===== config.mk =====
export PLATFORM = sky130hd
export DESIGN_NAME = inst_axi_bridge_flat
export DESIGN_NICKNAME = d
export VERILOG_FILES = /design/src/rtl/inst_axi_bridge_if.sv /design/src/rtl/inst_axi_bridge.sv /design/src/flat_wrapper.sv
export SDC_FILE = /design/constraint.sdc
export NUM_CORES = 1
export LEC_CHECK = 0
export BUFFER_PORTS_ARGS = -buffer_cell sky130_fd_sc_hd__buf_2
export CORE_MARGIN = 2
export CORE_UTILIZATION = 43
export DETAILED_ROUTE_END_ITERATION = 6
export MAX_ROUTING_LAYER = met4
export PLACE_DENSITY_LB_ADDON = 0.08
export SLEW_MARGIN = 40
export SYNTH_ARGS = -nofsm -noshare
export SYNTH_HDL_FRONTEND = slang
export SYNTH_SLANG_ARGS = --single-unit

===== constraint.sdc =====
create_clock -name clk -period 1.6 [get_ports clk]
set_clock_uncertainty 0.1 [all_clocks]
set_input_delay 0.48 -clock clk [delete_from_list [all_inputs] [get_ports clk]]
set_output_delay 0.48 -clock clk [all_outputs]
set_load 0.01 [all_outputs]

===== src/rtl/inst_axi_bridge_if.sv =====
// Instruction-fetch bridge bus: IF-side SRAM-like port plus AXI4 AR/R channels.
// The master modport is the bridge; the slave modport is whatever drives IF
// requests and acts as the AXI read slave.
interface inst_axi_bridge_if;
  logic        inst_sram_req;
  logic [31:0] inst_sram_addr;
  logic        inst_sram_addr_ok;
  logic        inst_sram_data_ok;
  logic [31:0] inst_sram_rdata;

  logic [3:0]  arid;
  logic [31:0] araddr;
  logic [7:0]  arlen;
  logic [2:0]  arsize;
  logic [1:0]  arburst;
  logic [1:0]  arlock;
  logic [3:0]  arcache;
  logic [2:0]  arprot;
  logic        arvalid;
  logic        arready;

  logic [3:0]  rid;
  logic [31:0] rdata;
  logic [1:0]  rresp;
  logic        rlast;
  logic        rvalid;
  logic        rready;

  modport master (
    input  inst_sram_req, inst_sram_addr,
    output inst_sram_addr_ok, inst_sram_data_ok, inst_sram_rdata,
    output arid, araddr, arlen, arsize, arburst, arlock, arcache, arprot, arvalid,
    input  arready,
    input  rid, rdata, rresp, rlast, rvalid,
    output rready
  );

  modport slave (
    output inst_sram_req, inst_sram_addr,
    input  inst_sram_addr_ok, inst_sram_data_ok, inst_sram_rdata,
    input  arid, araddr, arlen, arsize, arburst, arlock, arcache, arprot, arvalid,
    output arready,
    output rid, rdata, rresp, rlast, rvalid,
    input  rready
  );
endinterface


===== src/rtl/inst_axi_bridge.sv =====
// inst_axi_bridge: converts the IF stage's req/addr_ok/data_ok fetch port into
// single-beat AXI4 reads. Responses return in order; a 2-bit credit counter
// limits outstanding reads.
// Optional feature: define INST_BRIDGE_DUAL_OUTSTANDING_EN to allow two
// outstanding reads (MAX=2); default build allows one (MAX=1).
//
// state   | meaning
// IDLE    | no AR pending; may capture a fetch address if credits allow
// AR_BUSY | arvalid high with captured araddr, waiting for arready
module inst_axi_bridge (
  input logic             clk,
  input logic             rst,
  inst_axi_bridge_if.master bus
);

`ifdef INST_BRIDGE_DUAL_OUTSTANDING_EN
  localparam logic [1:0] MAX = 2'd2;
`else
  localparam logic [1:0] MAX = 2'd1;
`endif
  localparam logic [3:0] ARID = 4'd0;

  typedef enum logic {IDLE, AR_BUSY} state_t;

  state_t      state;
  state_t      state_nxt;
  logic        capture;
  logic        ar_hs;
  logic        r_hs;
  logic [1:0]  cnt;
  logic [31:0] araddr_q;
  logic        data_ok_q;
  logic [31:0] rdata_q;
  logic        unused_r_fields;

  assign ar_hs = (state == AR_BUSY) & bus.arready;
  assign r_hs  = bus.rvalid & bus.rready;

  // State register.
  always_ff @(posedge clk) begin
    if (rst) state <= IDLE;
    else     state <= state_nxt;
  end

  // Next-state: capture when requested and a credit is free; leave on arready.
  always_comb begin
    state_nxt = state;
    capture   = 1'b0;
    case (state)
      IDLE: begin
        if (bus.inst_sram_req && (cnt < MAX)) begin
          capture   = 1'b1;
          state_nxt = AR_BUSY;
        end
      end
      AR_BUSY: begin
        if (bus.arready) state_nxt = IDLE;
      end
      default: state_nxt = IDLE;
    endcase
  end

  // Captured fetch address, held stable while arvalid is high.
  always_ff @(posedge clk) begin
    if (rst)          araddr_q <= 32'd0;
    else if (capture) araddr_q <= bus.inst_sram_addr;
  end

  // Credit counter; an R beat with no credit outstanding saturates at zero.
  always_ff @(posedge clk) begin
    if (rst) begin
      cnt <= 2'd0;
    end else begin
      case ({ar_hs, r_hs})
        2'b10:   cnt <= cnt + 2'd1;
        2'b01:   if (cnt != 2'd0) cnt <= cnt - 2'd1;
        default: cnt <= cnt;
      endcase
    end
  end

  // Registered R path: one data_ok pulse per beat, word held between beats.
  always_ff @(posedge clk) begin
    if (rst) begin
      data_ok_q <= 1'b0;
      rdata_q   <= 32'd0;
    end else begin
      data_ok_q <= r_hs;
      if (r_hs) rdata_q <= bus.rdata;
    end
  end

  assign bus.inst_sram_addr_ok = ar_hs;
  assign bus.inst_sram_data_ok = data_ok_q;
  assign bus.inst_sram_rdata   = rdata_q;

  assign bus.arid    = ARID;
  assign bus.araddr  = araddr_q;
  assign bus.arlen   = 8'd0;
  assign bus.arsize  = 3'b010;
  assign bus.arburst = 2'b01;
  assign bus.arlock  = 2'd0;
  assign bus.arcache = 4'd0;
  assign bus.arprot  = 3'd0;
  assign bus.arvalid = (state == AR_BUSY);
  assign bus.rready  = 1'b1;

  // rid/rresp/rlast carry no information for an in-order single-beat reader.
  assign unused_r_fields = ^{bus.rid, bus.rresp, bus.rlast};

endmodule

===== src/flat_wrapper.sv =====
// flat-port wrapper written by rule: the top's interface ports become plain ports
module inst_axi_bridge_flat 
  (clk, rst, bus_inst_sram_req, bus_inst_sram_addr, bus_inst_sram_addr_ok, bus_inst_sram_data_ok, bus_inst_sram_rdata, bus_arid, bus_araddr, bus_arlen, bus_arsize, bus_arburst, bus_arlock, bus_arcache, bus_arprot, bus_arvalid, bus_arready, bus_rid, bus_rdata, bus_rresp, bus_rlast, bus_rvalid, bus_rready);
  inst_axi_bridge_if bus_i ();
  input logic clk;
  input logic rst;
  input wire logic [$bits(bus_i.inst_sram_req)-1:0] bus_inst_sram_req;
  input wire logic [$bits(bus_i.inst_sram_addr)-1:0] bus_inst_sram_addr;
  output wire logic [$bits(bus_i.inst_sram_addr_ok)-1:0] bus_inst_sram_addr_ok;
  output wire logic [$bits(bus_i.inst_sram_data_ok)-1:0] bus_inst_sram_data_ok;
  output wire logic [$bits(bus_i.inst_sram_rdata)-1:0] bus_inst_sram_rdata;
  output wire logic [$bits(bus_i.arid)-1:0] bus_arid;
  output wire logic [$bits(bus_i.araddr)-1:0] bus_araddr;
  output wire logic [$bits(bus_i.arlen)-1:0] bus_arlen;
  output wire logic [$bits(bus_i.arsize)-1:0] bus_arsize;
  output wire logic [$bits(bus_i.arburst)-1:0] bus_arburst;
  output wire logic [$bits(bus_i.arlock)-1:0] bus_arlock;
  output wire logic [$bits(bus_i.arcache)-1:0] bus_arcache;
  output wire logic [$bits(bus_i.arprot)-1:0] bus_arprot;
  output wire logic [$bits(bus_i.arvalid)-1:0] bus_arvalid;
  input wire logic [$bits(bus_i.arready)-1:0] bus_arready;
  input wire logic [$bits(bus_i.rid)-1:0] bus_rid;
  input wire logic [$bits(bus_i.rdata)-1:0] bus_rdata;
  input wire logic [$bits(bus_i.rresp)-1:0] bus_rresp;
  input wire logic [$bits(bus_i.rlast)-1:0] bus_rlast;
  input wire logic [$bits(bus_i.rvalid)-1:0] bus_rvalid;
  output wire logic [$bits(bus_i.rready)-1:0] bus_rready;
  assign bus_i.inst_sram_req = bus_inst_sram_req;
  assign bus_i.inst_sram_addr = bus_inst_sram_addr;
  assign bus_inst_sram_addr_ok = bus_i.inst_sram_addr_ok;
  assign bus_inst_sram_data_ok = bus_i.inst_sram_data_ok;
  assign bus_inst_sram_rdata = bus_i.inst_sram_rdata;
  assign bus_arid = bus_i.arid;
  assign bus_araddr = bus_i.araddr;
  assign bus_arlen = bus_i.arlen;
  assign bus_arsize = bus_i.arsize;
  assign bus_arburst = bus_i.arburst;
  assign bus_arlock = bus_i.arlock;
  assign bus_arcache = bus_i.arcache;
  assign bus_arprot = bus_i.arprot;
  assign bus_arvalid = bus_i.arvalid;
  assign bus_i.arready = bus_arready;
  assign bus_i.rid = bus_rid;
  assign bus_i.rdata = bus_rdata;
  assign bus_i.rresp = bus_rresp;
  assign bus_i.rlast = bus_rlast;
  assign bus_i.rvalid = bus_rvalid;
  assign bus_rready = bus_i.rready;
  inst_axi_bridge u_core (.clk(clk), .rst(rst), .bus(bus_i));
endmodule

==> out/qor.yml, run 1 <==
power:
  clkPwrFrac_pct: 35.8
  power_frac_seq_pct: 44.4
  swShare_pct: 26.7
  switchingPower_w: 0.00114
  finalPower_w: 0.00426
  power.internal_w: 0.00312
  ir_drop_v: 0.000637
  power_frac_comb_pct: 19.8
  p_leak_nw: 1.87
  power_density_nw_per_um2: 1140
global_routing:
  grt_use_total_pct: 16.5
  grt-ovfl-total: 0
  grt_pass1_vias: 2156
  grt_max_degree: 36
  grt_pass1_wl_um: 9390
  antenna_found_initial: 0
sta:
  finalSetupViolations: 0
  finalMaxSlewViolations: 0
  finalCriticalPeriod_ns: 1.54
  fmaxAchievable_mhz: 650
  period_share_pct: 96.2
  rsz0062_at_grt: "false"
  tns_ns: 0
  finalHoldViolCount: 0
clock_network:
  clk_latency_ns: 0.33
  path_clk_slew_ns: 0.07
  hold_buffers: 0
  cts_tree: "built"
  cts_root_buf: "clkbuf_8"
  cts_made_buffers: 9
  clockBufferDepth: 2
  ctsHtreeMaxLevel: 3
  cts.sink_count: 68
finish:
  antenna_cells: 0
  layout.nets: 505
  area_growth_syn_to_layout_pct: 30.4
  drive_above_1_share_pct: 48.5
yosys:
  ys.flop_type: "dfxtp_1"
  synthTopCellsByArea: "dfxtp_1 48%, mux2i_1 12%, a21oi_2 9.5%"
  syn_avg_cell_area_um2: 9.72
  synth_top_area_share_pct: 47.6
  synth_common_cells: "68 x dfxtp_1, 50 x nand2_1, 34 x buf_4, 34 x nor2_1, 33 x mux2i_1"
  ys_seq_elements: 68
  synth.distinct_cells: 26
  synth-edff-count: 0
  syn_area_um2: 2860
  syn_inst: 294
  synth_seq_area_share_pct: 47.6
  synth-async-reset-ratio_pct: 0
  yosysMostFrequentCell: "dfxtp_1"
  ys.warnings.count: 0
  synth_top_cell_by_area: "dfxtp_1"
critical_path:
  r2r_setup_slack_ns: 0.13
  cp_data_arrival_time_ns: 0.96
  cp_num_cells: 2
  crit_start: "u_core.bus.arvalid"
  critPathCapture: "bus_arvalid"
  reg2regPathDepth: 5
  r2r_start: "u_core.cnt[1]"
  cp-end-kind: "output port"
  crit_slowest_cell: "dfxtp_4"
  critPathBufInv: 2
  worstPathMaxFanout: 6
  path_class: "reg2out"
  max_stage_delay_ns: 0.34
  r2r_end: "u_core.cnt[1]"
  required_ns: 1.02
  startpoint_type: "flip-flop"
  crit_chain: "buf_4, buf_2"
  cp_top_family: "flip-flops"
flow_run:
  maxCapViolCount: 0
run_status:
  outcome: "completed"
detailed_routing:
  vias_per_cell: 4.43
  wl_um: 5970
  first_iter_violations: 56
  dr.pass1.iters: 4
  vias: 2259
  drc: 0
  avgRoutedWirePerCell_um: 11.7
  drt.antenna.violating_nets: 0
place:
  portBuffers: 135
  gp_congestion: 0.740
  post-dp-hpwl_um: 4210
floorplanning:
  fp.dieH_um: 85.5
  core_um2: 6390
  rows: 29
  pin_count: 170
  die-area_um2: 7320
  die_w_um: 85.5
  initial_utilization_pct: 44.8
worst_hold_path:
  hp-class: "in2reg"
worst min path at each step:
stage | from | to | slack (ns) | depth (start not counted)
after global placement | u_core.bus.araddr[3] | u_core.bus.araddr[3] | 0.34 | 2
after floorplan | u_core.bus.araddr[2] | u_core.bus.araddr[2] | 0.38 | 2
after CTS | bus_inst_sram_addr[27] | u_core.bus.araddr[27] | 0.26 | 3
after detailed placement | u_core.bus.araddr[2] | u_core.bus.araddr[2] | 0.35 | 2
after global routing | bus_inst_sram_addr[21] | u_core.bus.araddr[21] | 0.27 | 3
final | bus_inst_sram_addr[27] | u_core.bus.araddr[27] | 0.28 | 3
registers in the layout, summed over array words and instances, names as in the netlist:
name	flops
u_core.bus.inst_sram_data_ok	1
u_core.bus.araddr	32
u_core.bus.inst_sram_rdata	32
u_core.cnt	2
u_core.bus.arvalid	1
metrics by stage:
step                      hold WS [ns]  instances  area [um2]  setup WS (ns)  utilization (%)
after floorplan                  0.381        319        2950          0.209                -
after global placement           0.340        493        3490         0.0951             54.7
after detailed placement         0.349        493        3490         0.0917             54.7
after CTS                        0.258        510        3730        0.00128             58.3
after global routing             0.266        510        3730         0.0265             58.4
final                            0.279        510        3730         0.0609             58.4
area by class of cell:
cell class                      count  area, um2
Fill cell                         592       2660
Sequential cell                    68       1370
Multi-Input combinational cell    203       1230
Timing Repair Buffer              144        812
Clock buffer                       11        141
Tap cell                           77       96.3
Clock inverter                      5       75.1
Inverter                            2       7.51
layer usage:
metal,share of wire [%],routed length [um],vias to the layer above,GRT usage [%]
met3,9.0,539,2,5.00
met5,0,0,-,-
met1,44,2650,1006,19.1
met2,46,2770,91,27.0
met4,0.28,17,0,6.49
li1,-,-,1160,-
placed cells by master, fill, tap and decap left out, types with 2 or more instances in the layout:
cell type	instances
a21oi_1	3
a21oi_2	31
buf_12	5
buf_2	134
buf_4	4
bufinv_16	2
clkbuf_8	10
clkinv_2	3
conb_1	27
dfxtp_1	67
inv_1	2
mux2i_1	33
nand2_1	50
nand2_2	14
nor2_1	34
power groups by stage:
| stage | clock network [W] | logic [W] | registers (W) |
|---|---|---|---|
| 2_1_floorplan | 0 | 0.000545 | 0.00199 |
| 3_3_place_gp | 0 | 0.000833 | 0.00193 |
| 3_5_place_dp | 0 | 0.000844 | 0.00193 |
| 4_1_cts | 0.00157 | 0.000857 | 0.00189 |
| 5_1_grt | 0.00165 | 0.000932 | 0.00191 |
| 6_report | 0.00153 | 0.000845 | 0.00189 |
cells by family (layout without fill, tap and decap cells):
family                     count (synthesis)  in the layout  share of synthesized area (%)
muxes                                     35             35                           12.5
and+or+nand+nor                          103            103                           15.5
adders and majority gates                  1              1                          0.438
other                                      2             27                          0.263
buffers and inverters                     48            162                           12.7
AOI/OAI and AO/OA                         37             37                           11.0
DFF                                       68             68                           47.6
tightest hold or removal path: stages:
cell	delay, ns
buf_2	0.10
nand2_2	0.05
a21oi_2	0.04
timing repair:
| item | CTS | global route |
|---|---|---|
| setup buffers | 1 | 0 |
| gates resized for setup | 3 | 1 |
| setup endpoints to repair | 1 | 1 |
No activity file was read; power rests on OpenSTA's default activity.
==> run 2, diff against run 1 <==
--- a/config.mk
+++ b/config.mk
@@ -7,7 +7,7 @@
 export LEC_CHECK = 0
 export BUFFER_PORTS_ARGS = -buffer_cell sky130_fd_sc_hd__buf_2
 export CORE_MARGIN = 2
-export CORE_UTILIZATION = 43
+export CORE_UTILIZATION = 40
 export DETAILED_ROUTE_END_ITERATION = 6
 export MAX_ROUTING_LAYER = met4
 export PLACE_DENSITY_LB_ADDON = 0.08
==> out/qor.yml, run 2 (same netlist as run 1, synthesis figures left out) <==
run_status:
  outcome: "completed"  # unchanged
sta:
  finalMaxSlewViolations: 0  # unchanged
  rsz0062_at_grt: "false"  # unchanged
  finalHoldViolCount: 0  # unchanged
  finalSetupViolations: 0  # unchanged
  setup_slack_ns: 0.0682  # was 0.0609 ns
  finalCriticalPeriod_ns: 1.53  # was 1.54 ns
  period_share_pct: 95.7  # was 96.2%
  tns_ns: 0  # unchanged
  fmaxAchievable_mhz: 653  # was 650 MHz
worst_hold_path:
  hp-class: "in2reg"  # unchanged
clock_network:
  path_clk_slew_ns: 0.08  # was 0.07 ns
  cts_root_buf: "clkbuf_8"  # unchanged
  hold_buffers: 0  # unchanged
  cts_made_buffers: 9  # unchanged
  clk_latency_ns: 0.32  # was 0.33 ns
  clockBufferDepth: 2  # unchanged
  ctsHtreeMaxLevel: 3  # unchanged
  cts.sink_count: 68  # unchanged
  cts_tree: "built"  # unchanged
critical_path:
  critPathBufInv: 2  # unchanged
  crit_chain: "buf_4, buf_2"  # unchanged
  cp_data_arrival_time_ns: 0.95  # was 0.96 ns
  max_stage_delay_ns: 0.34  # about the same
  startpoint_type: "flip-flop"  # unchanged
  cp-end-kind: "output port"  # unchanged
  path_class: "reg2out"  # unchanged
  crit_slowest_cell: "dfxtp_4"  # unchanged
  required_ns: 1.02  # about the same
  cp_top_family: "flip-flops"  # unchanged
  worstPathMaxFanout: 6  # unchanged
finish:
  antenna_cells: 0  # unchanged
  area_growth_syn_to_layout_pct: 29.1  # was 30.4%
  layout.nets: 505  # unchanged
  final_cell_mix: "134 x buf_2, 67 x dfxtp_1, 50 x nand2_1"  # unchanged
  drive_above_1_share_pct: 48.5  # unchanged
  layout_commonest_cell: "buf_2"  # unchanged
  multiInputGateArea_um2: 1230  # unchanged
  fillers: 682  # was 592
  register_area_um2: 1370  # unchanged
global_routing:
  grt_use_total_pct: 15.4  # was 16.5%
  grt_pass1_vias: 2047  # was 2156
  grt-ovfl-total: 0  # unchanged
  antenna_found_initial: 0  # unchanged
  grt_max_degree: 33  # was 36
  grt_pass1_wl_um: 9050  # was 9390 um
power:
  clkPwrFrac_pct: 30.6  # was 35.8%
  swShare_pct: 28.6  # was 26.7%
  power_frac_seq_pct: 48.3  # was 44.4%
  power.internal_w: 0.00279  # was 0.00312 W
  switchingPower_w: 0.00112  # was 0.00114 W
  ir_drop_v: 0.000416  # was 0.000637 V
  power_density_nw_per_um2: 1060  # was 1140 nW/um2
  power_frac_comb_pct: 21.1  # was 19.8%
  p_leak_nw: 1.84  # was 1.87 nW
place:
  portBuffers: 135  # unchanged
  gp_congestion: 0.698  # was 0.740
  post-dp-hpwl_um: 4230  # was 4210 um
  dp_slack_ns: 0.0882  # was 0.0917 ns
detailed_routing:
  drt.antenna.violating_nets: 0  # unchanged
  wl_um: 5950  # was 5970 um
  vias: 2250  # was 2259
  topRoutingLayerUsed: "met4"  # unchanged
  drc: 0  # unchanged
  wl_met1_um: 2640  # was 2650 um
  wl_met3_um: 572  # was 539 um
  avgRoutedWirePerCell_um: 11.3  # was 11.7 um
  wl_met2_um: 2670  # was 2770 um
  dr.pass1.iters: 4  # unchanged
  first_iter_violations: 67  # was 56
  vias_per_cell: 4.25  # was 4.43
floorplanning:
  fp.dieH_um: 88.5  # was 85.5 um
  rows: 30  # was 29
  die-area_um2: 7840  # was 7320 um2
  core_um2: 6870  # was 6390 um2
  pin_count: 170  # unchanged
  initial_utilization_pct: 41.6  # was 44.8%
  die_w_um: 88.5  # was 85.5 um
flow_run:
  maxCapViolCount: 0  # unchanged
-- run 2: cell types whose count changed in the layout (fill, tap and decap cells not counted) --
cell | before | now
clkinvlp_4 | 0 | 1
clkinv_2 | 3 | 4
buf_12 | 5 | 4
buf_4 | 4 | 5
bufinv_16 | 2 | 0
-- run 2: stage by stage --
step	hold slack, ns	utilization [%]	total power (W)	instance area, um2	cells
detailed placement	0.352	51.0	0.00276	3500	512
global route	0.272	53.7	0.00416	3690	529
CTS	0.260	53.7	0.00399	3690	529
finish	0.279	53.7	0.00391	3690	529
floorplan	0.381	-	0.00254	2950	319
global placement	0.339	51.0	0.00275	3500	512
-- run 2: repair_timing --
item                       4_1_cts  5_1_grt
setup endpoints to repair        1        1
gates cloned                     0        0
hold endpoints to repair         0        0
buffers inserted                 1        0
gates resized for setup          3        1
pin swaps                        0        0
-- run 2: layout make-up --
class	count	area share, %
flip-flops and latches	68	37.0
multi-input cells	203	33.3
repair buffers	144	21.7
clock buffers	11	3.83
well taps	96	3.25
clock inverters	5	0.746
inverters	2	0.203
-- run 2: routing by layer --
metal	track usage [%]	up-vias
met5	-	-
met4	7.02	0
met3	4.94	8
met2	23.5	96
met1	18.4	985
li1	-	1161
-- run 2: final timing paths --
path,startpoint,endpoint,slack (ns),cells after the start
max,u_core.bus.arvalid,bus_arvalid,0.07,2
min,bus_rdata[27],u_core.bus.inst_sram_rdata[27],0.28,3
max reg2reg,u_core.cnt[0],u_core.cnt[1],0.14,5
min reg2reg,u_core.bus.araddr[2],u_core.bus.araddr[2],0.36,2
-- run 2: worst min-delay path: cells and delay by family --
family,cells,cell delay [ns]
and+or+nand+nor,1,0.07
muxes,1,0.05
buffers and inverters,1,0.07
-- run 2: power by group through the flow --
stage | combinational (W) | sequential, W | clock (W)
2_1_floorplan | 0.000545 | 0.00199 | 0
3_3_place_gp | 0.000820 | 0.00193 | 0
3_5_place_dp | 0.000828 | 0.00193 | 0
4_1_cts | 0.000840 | 0.00189 | 0.00126
5_1_grt | 0.000921 | 0.00191 | 0.00133
6_report | 0.000825 | 0.00189 | 0.00120
